### config.mk
export PLATFORM = sky130hd
export DESIGN_NAME = data_port_responder_flat
export DESIGN_NICKNAME = d
export VERILOG_FILES = /design/src/rtl/data_port_responder_if.sv /design/src/rtl/data_port_responder.sv /design/src/flat_wrapper.sv
export SDC_FILE = /design/constraint.sdc
export NUM_CORES = 2
export LEC_CHECK = 0
export CAP_MARGIN = 25
export CORE_MARGIN = 8
export CORE_UTILIZATION = 45
export CTS_CLUSTER_SIZE = 40
export DETAILED_ROUTE_END_ITERATION = 8
export HOLD_SLACK_MARGIN = 0.06
export SETUP_SLACK_MARGIN = 0.4
export SKIP_CTS_REPAIR_TIMING = 1
export SLEW_MARGIN = 20
export SYNTH_ARGS = -nofsm -noshare
export SYNTH_HDL_FRONTEND = slang
export SYNTH_SLANG_ARGS = --single-unit
export TNS_END_PERCENT = 100
### constraint.sdc
create_clock -name clk -period 4.6 [get_ports clk]
set_input_delay 0.46 -clock clk [delete_from_list [all_inputs] [get_ports clk]]
set_output_delay 0.46 -clock clk [all_outputs]
set_load 0.05 [all_outputs]
### src/rtl/data_port_responder_if.sv
// data_port_responder_if
//   Groups the request/response bus and the TX FIFO stream of the data port
//   responder into one bundle. Clock and reset stay outside as plain ports.
//
//   Handshake rules for this bundle:
//   - The requester raises req together with we, bh, addr and wdata, and keeps
//     them stable until it sees ready=1.
//   - ready is a single-cycle completion pulse. rdata is only meaningful while
//     ready=1 and is 0x0000 otherwise.
//   - The TX stream follows valid/ready rules. A byte leaves the FIFO on every
//     clock edge where tx_valid and tx_ready are both 1. tx_data is the head
//     byte, and it is 0x00 while tx_valid=0.
//
//   Signals:
//     req, we, bh, addr[15:0], wdata[15:0]  requester -> responder
//     rdata[15:0], ready                    responder -> requester
//     tx_valid, tx_data[7:0]                responder -> downstream
//     tx_ready                              downstream -> responder
//     dbg_state[2:0]                        responder FSM state, for observation only
interface data_port_responder_if;
    logic        req;
    logic        we;
    logic        bh;
    logic [15:0] addr;
    logic [15:0] wdata;
    logic [15:0] rdata;
    logic        ready;
    logic        tx_valid;
    logic [7:0]  tx_data;
    logic        tx_ready;
    logic [2:0]  dbg_state;

    modport slave (
        input  req, we, bh, addr, wdata, tx_ready,
        output rdata, ready, tx_valid, tx_data, dbg_state
    );

    modport master (
        output req, we, bh, addr, wdata, tx_ready,
        input  rdata, ready, tx_valid, tx_data, dbg_state
    );
endinterface

### src/rtl/data_port_responder.sv
// data_port_responder
//   This is a single-request memory-mapped responder. It serves a 128-byte
//   little-endian RAM and three registers:
//     0x0000-0x007F  RAM. Halfword accesses ignore addr[0].
//     0xFF00         TXDATA. A write pushes wdata[7:0] into a 4-deep FWFT FIFO.
//                    A read returns 0x0000.
//     0xFF02         STATUS = {10'b0, count[2:0], ovf, full, empty}.
//                    Any write to it clears ovf.
//     0xFF04         CYCLE. A free-running 16-bit counter, read-only.
//   Any other address completes normally: reads return 0x0000 and writes are
//   ignored.
//
//   Access sequence: IDLE -> ACCESS -> DONE -> IDLE. ready is high in DONE.
//   If DATA_PORT_WAIT_STATE_EN is defined, IDLE -> WAIT1 -> WAIT2 -> ACCESS
//   instead. This adds two cycles of latency. The address map and the FIFO
//   behave the same in both builds.
//
//   Ports:
//     clk    rising-edge clock
//     reset  asynchronous, active-high reset
//     bus    data_port_responder_if.slave (request bus + TX stream + debug state)
module data_port_responder (
    input  logic                        clk,
    input  logic                        reset,
    data_port_responder_if.slave        bus
);

    typedef enum logic [2:0] {
        S_IDLE   = 3'd0,
        S_WAIT1  = 3'd1,
        S_WAIT2  = 3'd2,
        S_ACCESS = 3'd3,
        S_DONE   = 3'd4
    } state_t;

    state_t      r_state;
    state_t      w_state_nxt;

    // Request captured in IDLE and held for the whole access
    logic        r_we;
    logic        r_bh;
    logic [15:0] r_addr;
    logic [15:0] r_wdata;

    logic [15:0] r_rdata;
    logic [15:0] r_cycle;
    logic [7:0]  r_mem [128];

    logic [7:0]  r_fifo [4];
    logic [1:0]  r_rd_ptr;
    logic [1:0]  r_wr_ptr;
    logic [2:0]  r_count;
    logic        r_ovf;

    logic        w_access;
    logic        w_is_ram;
    logic        w_is_tx;
    logic        w_is_stat;
    logic        w_is_cyc;
    logic [6:0]  w_lo_idx;
    logic [6:0]  w_hi_idx;
    logic [15:0] w_rd_full;
    logic [15:0] w_rd_val;
    logic        w_empty;
    logic        w_full;
    logic        w_push;
    logic        w_pop;
    logic        w_push_ok;

    // ------------------------------------------------------------------
    // FSM
    // ------------------------------------------------------------------
    always_ff @(posedge clk or posedge reset) begin
        if (reset) begin
            r_state <= S_IDLE;
        end else begin
            r_state <= w_state_nxt;
        end
    end

    always_comb begin
        w_state_nxt = r_state;
        case (r_state)
            S_IDLE: begin
                if (bus.req) begin
`ifdef DATA_PORT_WAIT_STATE_EN
                    w_state_nxt = S_WAIT1;
`else
                    w_state_nxt = S_ACCESS;
`endif
                end
            end
            S_WAIT1:  w_state_nxt = S_WAIT2;
            S_WAIT2:  w_state_nxt = S_ACCESS;
            S_ACCESS: w_state_nxt = S_DONE;
            S_DONE:   w_state_nxt = S_IDLE;
            default:  w_state_nxt = S_IDLE;
        endcase
    end

    // The request is sampled only in IDLE. A req seen in any other state is ignored.
    always_ff @(posedge clk or posedge reset) begin
        if (reset) begin
            r_we    <= 1'b0;
            r_bh    <= 1'b0;
            r_addr  <= 16'h0000;
            r_wdata <= 16'h0000;
        end else if (r_state == S_IDLE && bus.req) begin
            r_we    <= bus.we;
            r_bh    <= bus.bh;
            r_addr  <= bus.addr;
            r_wdata <= bus.wdata;
        end
    end

    // ------------------------------------------------------------------
    // Address decode. All side effects happen at the edge that ends ACCESS.
    // ------------------------------------------------------------------
    assign w_access  = (r_state == S_ACCESS);
    assign w_is_ram  = (r_addr[15:7] == 9'd0);
    assign w_is_tx   = (r_addr == 16'hFF00);
    assign w_is_stat = (r_addr == 16'hFF02);
    assign w_is_cyc  = (r_addr == 16'hFF04);

    // A halfword access always uses the even/odd byte pair.
    // A byte access uses the exact byte that was addressed.
    assign w_lo_idx  = r_bh ? {r_addr[6:1], 1'b0} : r_addr[6:0];
    assign w_hi_idx  = {r_addr[6:1], 1'b1};

    // RAM has no reset. Reset forces the FSM out of ACCESS asynchronously,
    // so an aborted write never reaches the array.
    always_ff @(posedge clk) begin
        if (w_access && r_we && w_is_ram) begin
            r_mem[w_lo_idx] <= r_wdata[7:0];
            if (r_bh) begin
                r_mem[w_hi_idx] <= r_wdata[15:8];
            end
        end
    end

    always_comb begin
        w_rd_full = 16'h0000;
        if (w_is_ram) begin
            w_rd_full = {r_mem[w_hi_idx], r_mem[w_lo_idx]};
        end else if (w_is_stat) begin
            w_rd_full = {10'b0, r_count, r_ovf, w_full, w_empty};
        end else if (w_is_cyc) begin
            w_rd_full = r_cycle;
        end
        // A byte read returns only the low byte of the selected location.
        w_rd_val = r_bh ? w_rd_full : {8'h00, w_rd_full[7:0]};
    end

    always_ff @(posedge clk or posedge reset) begin
        if (reset) begin
            r_rdata <= 16'h0000;
        end else if (w_access) begin
            r_rdata <= r_we ? 16'h0000 : w_rd_val;
        end
    end

    assign bus.ready     = (r_state == S_DONE);
    assign bus.rdata     = (r_state == S_DONE) ? r_rdata : 16'h0000;
    assign bus.dbg_state = r_state;

    always_ff @(posedge clk or posedge reset) begin
        if (reset) begin
            r_cycle <= 16'h0000;
        end else begin
            r_cycle <= r_cycle + 16'd1;
        end
    end

    // ------------------------------------------------------------------
    // TX FIFO: 4 entries, first-word fall-through
    // ------------------------------------------------------------------
    assign w_empty   = (r_count == 3'd0);
    assign w_full    = (r_count == 3'd4);
    assign w_push    = w_access && r_we && w_is_tx;
    assign w_pop     = bus.tx_ready && !w_empty;
    // A pop in the same cycle frees a slot, so a full FIFO can still accept the push.
    assign w_push_ok = w_push && (!w_full || w_pop);

    always_ff @(posedge clk or posedge reset) begin
        if (reset) begin
            for (int i = 0; i < 4; i++) begin
                r_fifo[i] <= 8'h00;
            end
            r_rd_ptr <= 2'd0;
            r_wr_ptr <= 2'd0;
            r_count  <= 3'd0;
            r_ovf    <= 1'b0;
        end else begin
            if (w_push_ok) begin
                r_fifo[r_wr_ptr] <= r_wdata[7:0];
                r_wr_ptr         <= r_wr_ptr + 2'd1;
            end
            if (w_pop) begin
                r_rd_ptr <= r_rd_ptr + 2'd1;
            end
            case ({w_push_ok, w_pop})
                2'b10:   r_count <= r_count + 3'd1;
                2'b01:   r_count <= r_count - 3'd1;
                default: r_count <= r_count;
            endcase
            if (w_push && w_full && !w_pop) begin
                r_ovf <= 1'b1;
            end else if (w_access && r_we && w_is_stat) begin
                r_ovf <= 1'b0;
            end
        end
    end

    assign bus.tx_valid = !w_empty;
    assign bus.tx_data  = w_empty ? 8'h00 : r_fifo[r_rd_ptr];

endmodule

### src/flat_wrapper.sv
// flat-port wrapper written by rule: the top's interface ports become plain ports
module data_port_responder_flat 
  (clk, reset, bus_req, bus_we, bus_bh, bus_addr, bus_wdata, bus_tx_ready, bus_rdata, bus_ready, bus_tx_valid, bus_tx_data, bus_dbg_state);
  data_port_responder_if bus_i ();
  input  logic clk;
  input  logic reset;
  input wire logic [$bits(bus_i.req)-1:0] bus_req;
  input wire logic [$bits(bus_i.we)-1:0] bus_we;
  input wire logic [$bits(bus_i.bh)-1:0] bus_bh;
  input wire logic [$bits(bus_i.addr)-1:0] bus_addr;
  input wire logic [$bits(bus_i.wdata)-1:0] bus_wdata;
  input wire logic [$bits(bus_i.tx_ready)-1:0] bus_tx_ready;
  output wire logic [$bits(bus_i.rdata)-1:0] bus_rdata;
  output wire logic [$bits(bus_i.ready)-1:0] bus_ready;
  output wire logic [$bits(bus_i.tx_valid)-1:0] bus_tx_valid;
  output wire logic [$bits(bus_i.tx_data)-1:0] bus_tx_data;
  output wire logic [$bits(bus_i.dbg_state)-1:0] bus_dbg_state;
  assign bus_i.req = bus_req;
  assign bus_i.we = bus_we;
  assign bus_i.bh = bus_bh;
  assign bus_i.addr = bus_addr;
  assign bus_i.wdata = bus_wdata;
  assign bus_i.tx_ready = bus_tx_ready;
  assign bus_rdata = bus_i.rdata;
  assign bus_ready = bus_i.ready;
  assign bus_tx_valid = bus_i.tx_valid;
  assign bus_tx_data = bus_i.tx_data;
  assign bus_dbg_state = bus_i.dbg_state;
  data_port_responder u_core (.clk(clk), .reset(reset), .bus(bus_i));
endmodule
==> results.json <==
{
  "status": "complete, no violations",
  "slew_headroom_pct": 23.0,
  "area_growth_syn_to_layout_pct": 11.4,
  "dieArea_sq_um": 139000,
  "synth_common_cells": "1,024 x edfxtp_1, 608 x mux2_2, 330 x nor2_1, 252 x nand2_1, 191 x mux2i_1",
  "hpwl_um": 130000,
  "dpl.cell_count": 5774,
  "highest_layer": "met5",
  "clock_skew_ps": 43.7,
  "crit_path_end_kind": "flop",
  "rr_startpoint": "u_core.r_addr[1]",
  "vdd_drop_max_mv": 0.519,
  "grt_pass1_wl_um": 289000,
  "required_ps": 5190,
  "synthFlopType": "edfxtp_1",
  "async_reset_ff_share_pct": 9.62,
  "slew_viol_final": 0,
  "nFillCells": 10836,
  "grt_pass1_vias": 37648,
  "synthCells": 4260,
  "cts_tree": "built",
  "rsz0062_at_grt": "false",
  "max_slew.worst_pin.slew_ps": 1150,
  "gp_congestion": 0.950,
  "viasPerCell": 6.60,
  "die_h_um": 373,
  "r2r_end": "u_core.r_rdata[9]",
  "period_needed_ps": 4220,
  "die_w_um": 373,
  "power_mw": 42.2,
  "synth_warnings": 0,
  "drv_cap": 0,
  "cp.arrival_ps": 4820,
  "wl_met3_um": 22300,
  "num_io_pins": 67,
  "synth.most_common_cell": "edfxtp_1",
  "drt_iter0_markers": 5670,
  "worstPathMaxFanout": 130,
  "fin_ws_ps": 377,
  "wirelength_um": 205000,
  "syn_nets": 4305,
  "critical_path_class": "flop to flop",
  "clk_pin_slew_ps": 60,
  "dr.pass1.iters": 8,
  "grt-ovfl-total": 0,
  "finish.utilization_pct": 50.3,
  "synth.ff_latch_count": 1133,
  "wl_per_cell_um": 34.2,
  "insertion_delay_ps": 760,
  "ant_nets": 0,
  "synth.distinct_cells": 92,
  "seqCellArea_sq_um": 33500,
  "synth_area_sq_um": 57300,
  "rr_worst_depth": 8,
  "layoutNonFillerInstCount": 5997,
  "wl_met2_um": 89900,
  "cts-htree-levels": 3,
  "cts_buffer_depth": 3,
  "drive_gt1_share_pct": 27.7,
  "final.setup.tns_ps": 0,
  "power_leakage_nw": 21.7,
  "via_count": 39583,
  "multi_input_area_sq_um": 21800,
  "synth_top_area_share_pct": 53.6,
  "fp.coreArea_sq_um": 127000,
  "synth_area_leader_cell": "edfxtp_1",
  "whs_ps": 215,
  "grt_max_degree": 134,
  "clkSinkCount": 1133,
  "numPortBuffers": 66,
  "design_area_sq_um": 63900,
  "grt_usage_pct": 28.2,
  "synth_area_leaders": "edfxtp_1 54%, mux2_2 12%, dfrtp_1 4.8%",
  "placed_cell_area_sq_um": 59900,
  "cts_buffers": 119,
  "yosysSeqAreaShare_pct": 58.4,
  "timing.final.crit_share_pct": 91.8,
  "setup-violations-final": 0,
  "regToRegSetupSlack_ps": 380,
  "max_freq_mhz": 237,
  "pre_cts_slack_ps": 640,
  "syn_avg_cell_area_sq_um": 13.5,
  "rows": 131,
  "initial_core_util_pct": 45.1,
  "drc_errors": 0,
  "synth_edf_count": 1024,
  "startpoint_type": "flop",
  "hold_path.class": "primary input to async pin",
  "wirelength_met1_um": 81000,
  "power_density_nw_per_um2": 661,
  "hold_viol": 0,
  "cp-startpoint": "u_core.r_addr[1]",
  "clockRootBuffer": "clkbuf_16",
  "finish.net_count": 4278,
  "antenna_found_initial": 13
}
==> cell usage in the layout (no fill, tap or decap), types with 97 or more instances in the layout <==
master / synthesis / layout
a21oi_1: 109 / 109
buf_4: 61 / 170
clkbuf_16: 0 / 123
edfxtp_1: 1024 / 1024
mux2_2: 608 / 608
mux2i_1: 191 / 191
mux4_2: 97 / 97
nand2_1: 252 / 250
nor2_1: 330 / 329
nor3_1: 143 / 143
o21ai_0: 144 / 144
==> critical path, cell delays in order, from the launching register on <==
cell,delay (ps)
dfrtp_4,690
buf_12,520
mux4_2,670
a22oi_1,350
nor2_1,70
a2111oi_0,400
nand4_1,340
a211oi_1,740
o31ai_1,150
==> final cells by class <==
| cell class | instances | share of cell area [%] |
|---|---|---|
| Antenna cell | 5 | 0.0196 |
| Sequential cell | 1133 | 52.5 |
| Timing Repair Buffer | 261 | 3.82 |
| Clock inverter | 62 | 1.02 |
| Multi-Input combinational cell | 2704 | 34.2 |
| Clock buffer | 156 | 5.11 |
| Tap cell | 1662 | 3.26 |
| Inverter | 14 | 0.0979 |
==> registers in the layout, indices dropped and copies added, names as in the netlist <==
register / cells
u_core.r_bh: 1
u_core.r_addr: 16
u_core.r_wr_ptr: 2
u_core.r_ovf: 1
u_core.r_rd_ptr: 2
u_core.r_count: 3
u_core.r_mem: 1024
u_core.r_cycle: 16
u_core.bus.dbg_state: 3
u_core.r_fifo: 32
u_core.r_rdata: 16
u_core.r_we: 1
u_core.r_wdata: 16
==> worst max path at each step <==
stage                                          to  slack [ps]  depth (start not counted)
after floorplan           u_core.bus.dbg_state[0]        1270                          1
after global placement          u_core.r_rdata[9]         650                          8
after detailed placement        u_core.r_rdata[9]         640                          8
after CTS                       u_core.r_rdata[9]         600                          8
after global routing            u_core.r_rdata[9]         420                          8
final                           u_core.r_rdata[9]         380                          8
==> logic make-up (layout without fill, tap and decap cells) <==
logic type / Yosys count / count (layout) / synth area share [%]
flops: 1133 / 1133 / 58.4
simple gates: 1071 / 1071 / 9.66
mux: 918 / 918 / 19.5
compound gates: 688 / 688 / 8.38
buf+inv: 423 / 493 / 3.59
xor+xnor: 20 / 20 / 0.305
fa+ha+maj: 7 / 7 / 0.166
other cells: 0 / 5 / 0
==> power breakdown <==
group	switching, mW	leakage [nW]	internal, mW
Combinational	12.2	9.19	6.32
Sequential	0.999	10.6	12.8
Clock	4.21	1.90	5.69
Total	17.4	21.7	24.9
==> per-layer routing <==
layer	global-route usage, %	vias to the layer above
met1	38.5	20237
met2	42.5	2474
met5	0	-
met3	6.60	504
li1	-	16366
met4	13.8	2
Note: power is estimated with default switching activity, not from simulation.
